### src/rtl/rv_fetch_pkg.sv
// Shared constants and helpers for the instruction-fetch front end.
package rv_fetch_pkg;

    localparam logic [31:0] NOP_INSTR   = 32'h0000_0013;
    localparam logic [31:0] INSTR_BYTES = 32'd4;
    localparam int unsigned FETCH_DEPTH = 2;
    // Fetch PC leads the delivered instruction PC by this many bytes.
    localparam logic [31:0] PC_LEAD     = 32'(FETCH_DEPTH) * INSTR_BYTES;

    function automatic logic [31:0] align_pc(input logic [31:0] pc);
        return {pc[31:2], 2'b00};
    endfunction

endpackage

### src/rtl/fetch_pipe_reg.sv
// One fetch pipeline stage: payload + valid with reset, flush and hold.
module fetch_pipe_reg #(
    parameter int            W         = 32,
    parameter logic [W-1:0]  FLUSH_VAL = '0
) (
    input  logic         clock,
    input  logic         reset,
    input  logic         hold,
    input  logic         flush,
    input  logic [W-1:0] d_payload,
    input  logic         d_valid,
    output logic [W-1:0] q_payload,
    output logic         q_valid
);

    // An invalid slot always carries FLUSH_VAL so bubbles never leak stale data.
    always_ff @(posedge clock) begin
        if (reset || flush) begin
            q_payload <= FLUSH_VAL;
            q_valid   <= 1'b0;
        end else if (!hold) begin
            q_payload <= d_valid ? d_payload : FLUSH_VAL;
            q_valid   <= d_valid;
        end
    end

endmodule

### src/rtl/pc_fetch.sv
// Instruction-fetch front end: PC register, 2-deep fetch pipe, redirect/halt
// handling and redirect/squash performance counters.
module pc_fetch
    import rv_fetch_pkg::*;
#(
    parameter logic [31:0] RESET_PC = 32'h0000_0000,
    parameter int          CNT_W    = 16
) (
    input  logic             clock,
    input  logic             reset,
    input  logic             redirect_en,
    input  logic [31:0]      redirect_pc,
    input  logic             halt,
    output logic [31:0]      imem_addr,
    output logic             imem_en,
    input  logic [31:0]      imem_rdata,
    output logic [31:0]      instr_out,
    output logic [31:0]      instr_pc,
    output logic             instr_valid,
    output logic [31:0]      fetch_pc,
    output logic             misalign_err,
    output logic [CNT_W-1:0] redirect_cnt,
    output logic [CNT_W-1:0] squash_cnt
);

    logic [31:0]    pc_reg;
    logic [31:0]    f1_pc;
    logic           f1_valid;
    logic           stall;
    logic [1:0]     squash_inc;
    logic [CNT_W:0] squash_sum;

    // Redirect overrides halt on the same edge.
    assign stall     = halt && !redirect_en;
    assign fetch_pc  = pc_reg;
    assign imem_en   = !reset;
    // While halted, re-read the F1 address so rdata matches F1 on release.
    assign imem_addr = halt ? f1_pc : pc_reg;

    always_ff @(posedge clock) begin
        if (reset) begin
            pc_reg <= RESET_PC;
        end else if (redirect_en) begin
            pc_reg <= align_pc(redirect_pc);
        end else if (!halt) begin
            pc_reg <= pc_reg + INSTR_BYTES;
        end
    end

    fetch_pipe_reg #(
        .W         (32),
        .FLUSH_VAL (32'h0000_0000)
    ) u_f1 (
        .clock     (clock),
        .reset     (reset),
        .hold      (stall),
        .flush     (redirect_en),
        .d_payload (pc_reg),
        .d_valid   (1'b1),
        .q_payload (f1_pc),
        .q_valid   (f1_valid)
    );

    fetch_pipe_reg #(
        .W         (64),
        .FLUSH_VAL ({NOP_INSTR, 32'h0000_0000})
    ) u_d (
        .clock     (clock),
        .reset     (reset),
        .hold      (stall),
        .flush     (redirect_en),
        .d_payload ({imem_rdata, f1_pc}),
        .d_valid   (f1_valid),
        .q_payload ({instr_out, instr_pc}),
        .q_valid   (instr_valid)
    );

    assign squash_inc = {1'b0, f1_valid} + {1'b0, instr_valid};
    assign squash_sum = {1'b0, squash_cnt} + {{(CNT_W-1){1'b0}}, squash_inc};

    always_ff @(posedge clock) begin
        if (reset) begin
            misalign_err <= 1'b0;
            redirect_cnt <= '0;
            squash_cnt   <= '0;
        end else if (redirect_en) begin
            if (redirect_pc[1:0] != 2'b00) begin
                misalign_err <= 1'b1;
            end
            redirect_cnt <= redirect_cnt + 1'b1;
            squash_cnt   <= squash_sum[CNT_W] ? '1 : squash_sum[CNT_W-1:0];
        end
    end

endmodule

### config.mk
export PLATFORM = sky130hd
export DESIGN_NAME = pc_fetch
export DESIGN_NICKNAME = d
export VERILOG_FILES = /design/src/rtl/rv_fetch_pkg.sv /design/src/rtl/fetch_pipe_reg.sv /design/src/rtl/pc_fetch.sv
export SDC_FILE = /design/constraint.sdc
export NUM_CORES = 1
export LEC_CHECK = 0
export CORE_ASPECT_RATIO = 1.2
export CORE_UTILIZATION = 45
export CTS_BUF_LIST = sky130_fd_sc_hd__clkbuf_8
export CTS_CLUSTER_DIAMETER = 200
export CTS_CLUSTER_SIZE = 30
export DETAILED_ROUTE_END_ITERATION = 6
export PLACE_DENSITY = 0.77
export SYNTH_ARGS = -nofsm -noshare
export SYNTH_HDL_FRONTEND = slang
export SYNTH_SLANG_ARGS = --single-unit
### constraint.sdc
create_clock -name clock -period 2.5 [get_ports clock]
set_input_delay 0.5 -clock clock [delete_from_list [all_inputs] [get_ports clock]]
set_output_delay 0.5 -clock clock [all_outputs]
set_load 0.03 [all_outputs]
==> results of run 1 <==
[path summary, 6_finish.rpt]
check                                 start                             end  slack (ps)
min reg2reg  u_d.q_payload[34]$_SDFFE_PP0N_  u_d.q_payload[34]$_SDFFE_PP0N_         450
max               fetch_pc[17]$_SDFFE_PP0N_                   imem_addr[17]         100
min                                   reset     squash_cnt[13]$_SDFFE_PP0P_         300
max reg2reg       fetch_pc[13]$_SDFFE_PP0N_       fetch_pc[31]$_SDFFE_PP0N_         200
[layout by cell type, fill, tap and decap left out, types with 14 or more instances in the layout]
cell type          n
buf_4             32
clkdlybuf4s50_1  212
and2_1            32
or3_1             16
a21oi_1           80
nand3_1           78
nor2_1            42
o21ai_0           26
nand2_1           98
a311oi_1          15
dfxtp_1          156
inv_1             19
xor2_1            14
nand4_1           19
clkbuf_8          18
mux2_2            22
or4_1             14
[metrics by stage]
step	utilization (%)	total power, mW	cell area, um2	std cells
detailed placement	64.07	3.450	9274	1196
global route	66.86	5.495	9677	1229
floorplan	-	3.070	6750	802
global placement	64.07	3.445	9274	1196
finish	66.86	5.290	9677	1229
CTS	66.81	5.338	9669	1228
[registers in the layout, indices dropped and copies added, names as in the netlist]
register / flops
misalign_err: 1
u_f1.q_valid: 1
redirect_cnt: 16
u_f1.q_payload: 30
squash_cnt: 16
u_d.q_payload: 62
fetch_pc: 30
u_d.q_valid: 1
[power breakdown]
part	internal [mW]	leakage (nW)	switching, mW
Combinational	0.335	1.88	0.428
Sequential	2.56	1.28	0.0734
Clock	0.855	0.199	1.04
[layout make-up]
type / instances / area (um2)
diodes: 1 / 2.502
fillers: 1236 / 4797
clock buffers: 18 / 247.7
repair buffers: 253 / 2505
flip-flops and latches: 157 / 3144
inverters: 20 / 75.07
clock inverters: 14 / 147.6
well taps: 200 / 250.2
multi-input cells: 566 / 3304
[layer usage]
metal  vias up  GRT usage [%]  routed length, um
met5         -              0                  0
met4         0          11.62                592
met3        41          6.910               1562
met2       274          42.41               9512
met1      3100          31.62               8488
li1       3266              -                  -
[cells by family (layout without fill, tap and decap cells)]
logic type / count (synthesis) / after routing / synth area share, %
and+or+nand+nor: 352 / 352 / 26.52
muxes: 26 / 26 / 4.275
DFF: 157 / 157 / 46.69
adders and majority gates: 4 / 4 / 0.8551
AOI/OAI and AO/OA: 152 / 152 / 13.46
buffers and inverters: 79 / 305 / 4.758
other: 1 / 7 / 0.05571
xor gates and xnor gates: 26 / 26 / 3.383
[what timing repair did]
| item | in CTS | in global routing |
|---|---|---|
| setup endpoints to repair | 0 | 2 |
| resized for setup | 0 | 2 |
| hold endpoints to repair | 0 | 0 |
[worst reg2reg max path: stages, from the launching register on]
cell	delay (ps)
dfxtp_1	520
nand4_2	220
or4_1	640
or4_1	540
a311oi_1	280
==> impl_summary.md, run 1 <==
Outcome
The flow ran to the end, and the final reports show no timing, DRC or antenna violations.

Worst setup path
The cell at the slowest stage of the critical path is clkdlybuf4s50_1. The top fanout value on the critical path is 8. Measured in cells, the most critical reg-to-reg path has a length of 4. Data on the critical path arrives at its endpoint at 1900 ps. The number of buffer and inverter stages on the critical path is 1. The kind of start point of the critical path is a flip-flop. For this run, the slowest stage of the critical path takes 670 ps.

STA puts the critical path data required time at 2000 ps. In this run the number of cells on the critical path is 2. The setup path with the least slack is of type flip-flop to output pin. The critical path goes through mux2_2, clkdlybuf4s50_1. Grouping stages by cell kind, the critical path spends the most delay in buffers and inverters. The critical path endpoint category is an output pin.

Place
Routability-driven placement finished with a final weighted congestion of 0.8769. Timing analysis after detailed placement gives a worst setup slack of 108.9 ps. The sum of net half-perimeters after detailed placement is 14.52 mm.

The count of buffers inserted at the top-level ports is 224.

Synth
By count the netlist is led by 157 x dfxtp_1, 101 x nand2_1, 80 x a21oi_1. The mapped netlist covers 0.006731 mm2. The share of synthesized area in the top cell type comes to 46.69%. The cell taking the most area after synthesis is dfxtp_1.

By area the synthesized netlist is led by dfxtp_1 47%, a21oi_1 5.9%, nand3_1 5.8%. A synthesized cell averages 8.446 um2. The post-synthesis sequential element count is 157.

The share of synthesized registers carrying an async set or reset is 0%. The count of warnings emitted by yosys is 0. In this run, synthesis inferred 0 flip-flops with an integrated enable. The count of unique library cells instantiated by Yosys is 48. The most frequently used cell type in the post-synthesis netlist is dfxtp_1.

The most used flip-flop cell after synthesis is dfxtp_1. The cell count after synthesis is 797. The post-synthesis sequential area ratio is 46.69%.

Detailed routing
In this run, the number of DRC markers left after iteration 0 of detailed routing was 577. The detailed-route wire length is 20.16 mm. Summing over every cut layer, the via total after detailed routing is 6,681. The number of vias per cell is 5.436.

In this run the remaining antenna-violating nets after routing total 0. The mean routed wirelength per cell is 16.40 um. The first-pass iteration count of the detailed router is 5. The total DRC errors in the routed layout is 0.

Clock network
The clock-pin slew reported for the worst setup and hold paths after clock tree synthesis is 90 ps. TritonCTS built the clock tree. No sink is reached through more buffers than the 2 on the longest clock path. The later pin in the worst-skew pair is clocked with a latency of 450 ps.

After clock tree synthesis, the setup repair step added 0 buffers. The hold buffer count at cts is 0. The H-tree depth is 4. In this run, CTS created clock tree buffers numbering 17. The tree built by TritonCTS fans out to 157 sinks.

The root buffer cell is clkbuf_8.

STA
For the final database, setup skew stands at 7.795 ps. Setup repair after global routing left no endpoint under its margin. Headroom to the max-slew limit came out at 58.06%.

After layout, the worst path uses 96.15% of the clock period. Based on the critical path, the design can be clocked at up to 0.4160 GHz. Setup slack on the critical path of the routed design comes to 96.27 ps.

The slew of the pin with the lowest slew margin is 623.3 ps. The number of endpoints with negative hold slack in the final report was 0. For the final routed database, the setup TNS stands at 0 ps.

The tightest hold path in the finished design has a slack of 296.5 ps. The number of slew-limit violations in the final report came to 0. The final number of setup-violating endpoints is 0. Subtracting the final worst setup slack from the clock period gives 2404 ps.

Die
Measured along the y axis, the die boundary spans 136.0 um. The effective utilization at floorplan is 46.51%. Measured along the x axis, the die boundary spans 113.7 um. After floorplanning, the core was divided into 48 placement rows. The top-level port count is 231. The area inside the core boundary is 0.01447 mm2.

The die outline area is 0.01545 mm2.

Power and ir drop
The maximum resistive drop on vdd is 0.0003621 V. The total power divided by cell area is 546.7 mW/mm2. The total leakage power is 3.358 nW.

Global route
For this run, the total global-route usage over all layers was measured as 25.83%. The global-route wire length before repair is 31.14 mm. The number of antenna violations at the first check in global routing is 1.

The sum of overflow across all layers after global routing is 0. Entering global routing, the biggest net connects 64 pins. The number of global-route vias before repair is 6,041.

Worst hold path
The type of the tightest min-delay check is input port to flip-flop. The cell depth of the worst hold path is 2.

Flow run
Across the run, the number of max-cap violations was 0.

Final layout
Relative to the synthesized area, the layout overhead comes to 43.75%. The share of cells above drive strength 1 is 9.922%. At the end of the flow, the number of nets in the layout was 1,087.
(Power assumes the default switching activity.)
==> run 2, diff against run 1 <==
Settings changed: CELL_PAD_IN_SITES_DETAIL_PLACEMENT set to 1, CELL_PAD_IN_SITES_GLOBAL_PLACEMENT set to 1, CORE_ASPECT_RATIO 1.2 to 2, CORE_UTILIZATION 45 to 34, PLACE_DENSITY 0.77 to 0.8.
==> run 2 against run 1 <==
Against the previous run:
- worst hold slack better by 160 ps
- global-route usage is 1.6 points lower
- register-to-register slack worse by 50 ps
- count of clock-buffer cells in the layout stayed put
- cell area is 1.1% higher
- die area is 32% higher
- wire length is 21% higher
- setup slack better by 6.3 ps
- clock skew is 4.0 ps higher
- critical path depth stayed put
- fmax is 0.26% higher
- clock power is 7% lower
==> impl_summary.md, run 2 (same netlist as run 1, synthesis figures left out) <==
Outcome
The run finished with clean final reports.

Global route
After global routing, the most crowded layer is met2. The global-route wire length before repair is 37.73 mm. The global routing met3 resource utilization is 5.884%. Entering global routing, the biggest net connects 64 pins. The met1 layer usage reported by global route is 23.20%. The total routing usage reported by global routing is 24.26%. The global routing usage on met2 is 45.63%. The sum of overflow across all layers after global routing is 0. The number of global-route vias before repair came to 7,017. The number of antenna violations at the first check in global routing came to 2.

Final layout
The number of nets in the layout is 1,093. Of the cells placed in the final design, the portion with a size suffix greater than 1 is 10.83%. The most frequent standard cell in the layout excluding fill and tap cells is clkdlybuf4s50_1. The register with the most flip-flops in the layout has 62 of them. Leaving out fill and tap cells, the most frequent cells in the layout are 208 x clkdlybuf4s50_1, 155 x dfxtp_1, 99 x nand2_1. The layout-stage area growth over the synthesis result is 45.35%. The layout has 2,322 filler cells. The largest register by flop count is u_d.q_payload.

Power and ir drop
In this run the static leakage power is 3.385 nW. The switching power as a share of total power is 30.06%. The net switching power of the design is 1.561 mW. The internal power of the cells totals 3.631 mW.

Power spread over the standard cell area amounts to 530.6 mW/mm2. Per report_power, the sequential group accounts for 50.7% of the total. In this run, the clock network consumes 34.0% of the power.

Combinational logic is responsible for 15.3% of the overall power. The maximum resistive drop on vdd is 0.0002970 V.

Worst setup path
STA classifies the critical path endpoint as an output pin. The start of the worst register-to-register path is u_d.q_valid$_SDFFE_PP0N_. At the worst endpoint, the required time is 2000 ps. The worst endpoint data arrival time is 1900 ps.

The worst setup path startpoint is fetch_pc[7]$_SDFFE_PP0N_. In this run the worst path has a maximum fanout of 6. The number of cells on the worst reg-to-reg path is 9. STA classifies the critical path startpoint as a flip-flop. Setup slack on the worst reg-to-reg path comes out at 150 ps. The critical path class is flip-flop to output pin. The endpoint of the lowest-slack register-to-register path is squash_cnt[9]$_SDFFE_PP0P_.

STA
Setup repair after global routing could not meet its margin everywhere. The post-route worst setup slack is 102.6 ps. Between clock sinks in the finished design, the worst skew comes to 11.75 ps. On the final layout, the worst hold slack is 453.9 ps.

The number of endpoints with negative hold slack in the final report is 0. The final period utilization is 95.90%. The number of slew-limit violations in the final report is 0. The slew of the pin with the lowest slew margin is 643.1 ps. After layout, the minimum clock period comes to 2397 ps.

The worst pin sits at a relative slew slack of 57.13%. Derived from the worst setup path, the maximum achievable clock frequency is 0.4171 GHz. The final number of setup-violating endpoints is 0.

Detailed routing
Using the TritonRoute via totals, the vias-per-cell ratio works out to 5.271. In the final routed layout, each cell accounts on average for 18.90 um. The detailed router finished its first iteration with 243 violations. The post-detailed-route count of antenna-violating nets is 0.

Before antenna repair, the detailed router went through 4 iterations. Summed over all layers, the routed wires come to 24.46 mm. The number of vias after detailed routing is 6,821. The total DRC errors in the routed layout is 0.

Die
The die outline area is 0.02040 mm2. In this run the count of I/O pins placed on the die edge is 231. Once the floorplan was initialized, standard cells occupied 34.75% of the core. From left edge to right edge, the die measures 101.5 um. The floorplan has 72 rows.

The die outline height is 201.0 um. The core region is 0.01937 mm2.

Clock network
The number of buffers added by the clock tree synthesis step is 17. The clock tree synthesis step divided the H-tree into 4 levels. The clock-pin slew reported for the worst setup and hold paths after clock tree synthesis is 80 ps.

The TritonCTS sink count is 157. The CTS tree is done. The hold buffer count at cts is 0. The largest buffer count on any clock path is 2. The root buffer cell is clkbuf_8. The clock latency of the later-clocked register in the worst-skew pair is 460 ps.

Worst hold path
The type of the tightest min-delay check is flip-flop to flip-flop. The worst hold endpoint is u_d.q_payload[35]$_SDFFE_PP0N_. The origin of the worst min-delay path is u_d.q_payload[35]$_SDFFE_PP0N_.

Counting instances, the worst hold path has a depth of 2.

Place
The worst slack at placement is 2.286 ps. The count of buffers added on input and output ports is 224. After legalization and detailed placement, the total HPWL measured 18.26 mm. The last weighted congestion value of the routability-driven placer is 0.8906.

Flow run
Across the run, the number of max-cap violations was 0.
==> run 2: changes by cell type in the layout (fill, tap and decap cells not counted), moves of 2 or more <==
| cell | before | now |
|---|---|---|
| buf_4 | 32 | 39 |
| buf_12 | 6 | 9 |
| clkinv_2 | 1 | 3 |
| inv_8 | 4 | 1 |
| clkdlybuf4s50_1 | 212 | 208 |
==> run 2: per-layer routing <==
metal | wire length (um) | vias to the layer above
met3 | 1183 | 59
met5 | 0 | -
li1 | - | 3259
met4 | 1210 | 0
met2 | 13390 | 211
met1 | 8679 | 3292
==> run 2: what timing repair did <==
action / 4_1_cts / 5_1_grt
setup endpoints to repair: 0 / 3
endpoints found under the hold margin: 0 / 0
setup buffers: 0 / 0
gates resized for setup: 0 / 2
==> run 2: how the worst max path moves through the flow <==
stage                                  end  slack [ps]  cells past startpoint
2_1_floorplan  squash_cnt[15]$_SDFFE_PP0P_         240                      7
3_3_place_gp   squash_cnt[14]$_SDFFE_PP0P_          50                      6
3_5_place_dp    squash_cnt[9]$_SDFFE_PP0P_           2                      7
4_1_cts                      imem_addr[17]          20                      2
5_1_grt        squash_cnt[14]$_SDFFE_PP0P_          -9                      8
6_report                      imem_addr[7]         100                      2
==> run 2: through the flow <==
step	util, %	power (mW)	setup TNS [ps]	instance area, um2	std cells
2_1_floorplan	-	3.070	0	6750	802
3_3_place_gp	48.64	3.476	0	9420	1261
3_5_place_dp	48.64	3.486	0	9420	1261
4_1_cts	50.48	5.269	0	9778	1293
5_1_grt	50.52	5.417	-9.175	9784	1294
6_report	50.52	5.192	0	9784	1294
==> run 2: power groups by stage <==
stage	registers [mW]	clock network, mW	logic (mW)
final	2.63	1.77	0.797
after global routing	2.64	1.94	0.844
after global placement	2.69	0	0.790
after detailed placement	2.69	0	0.799
after CTS	2.63	1.84	0.802
after floorplan	2.76	0	0.308
==> run 2: critical path, cell delays in order, from the launching register on <==
cell	delay (ps)
dfxtp_1	530
mux2_2	250
clkdlybuf4s50_1	670
==> run 2: layout make-up <==
type / instances / area [um2] / share of cell area (%)
timing repair buffer: 259 / 2577 / 26.34
sequential: 157 / 3146 / 32.15
antenna: 1 / 2.502 / 0.02558
multi-input combinational: 566 / 3302 / 33.75
clock inverter: 14 / 110.1 / 1.125
inverter: 20 / 75.07 / 0.7673
tap: 259 / 324.1 / 3.312
clock buffer: 18 / 247.7 / 2.532
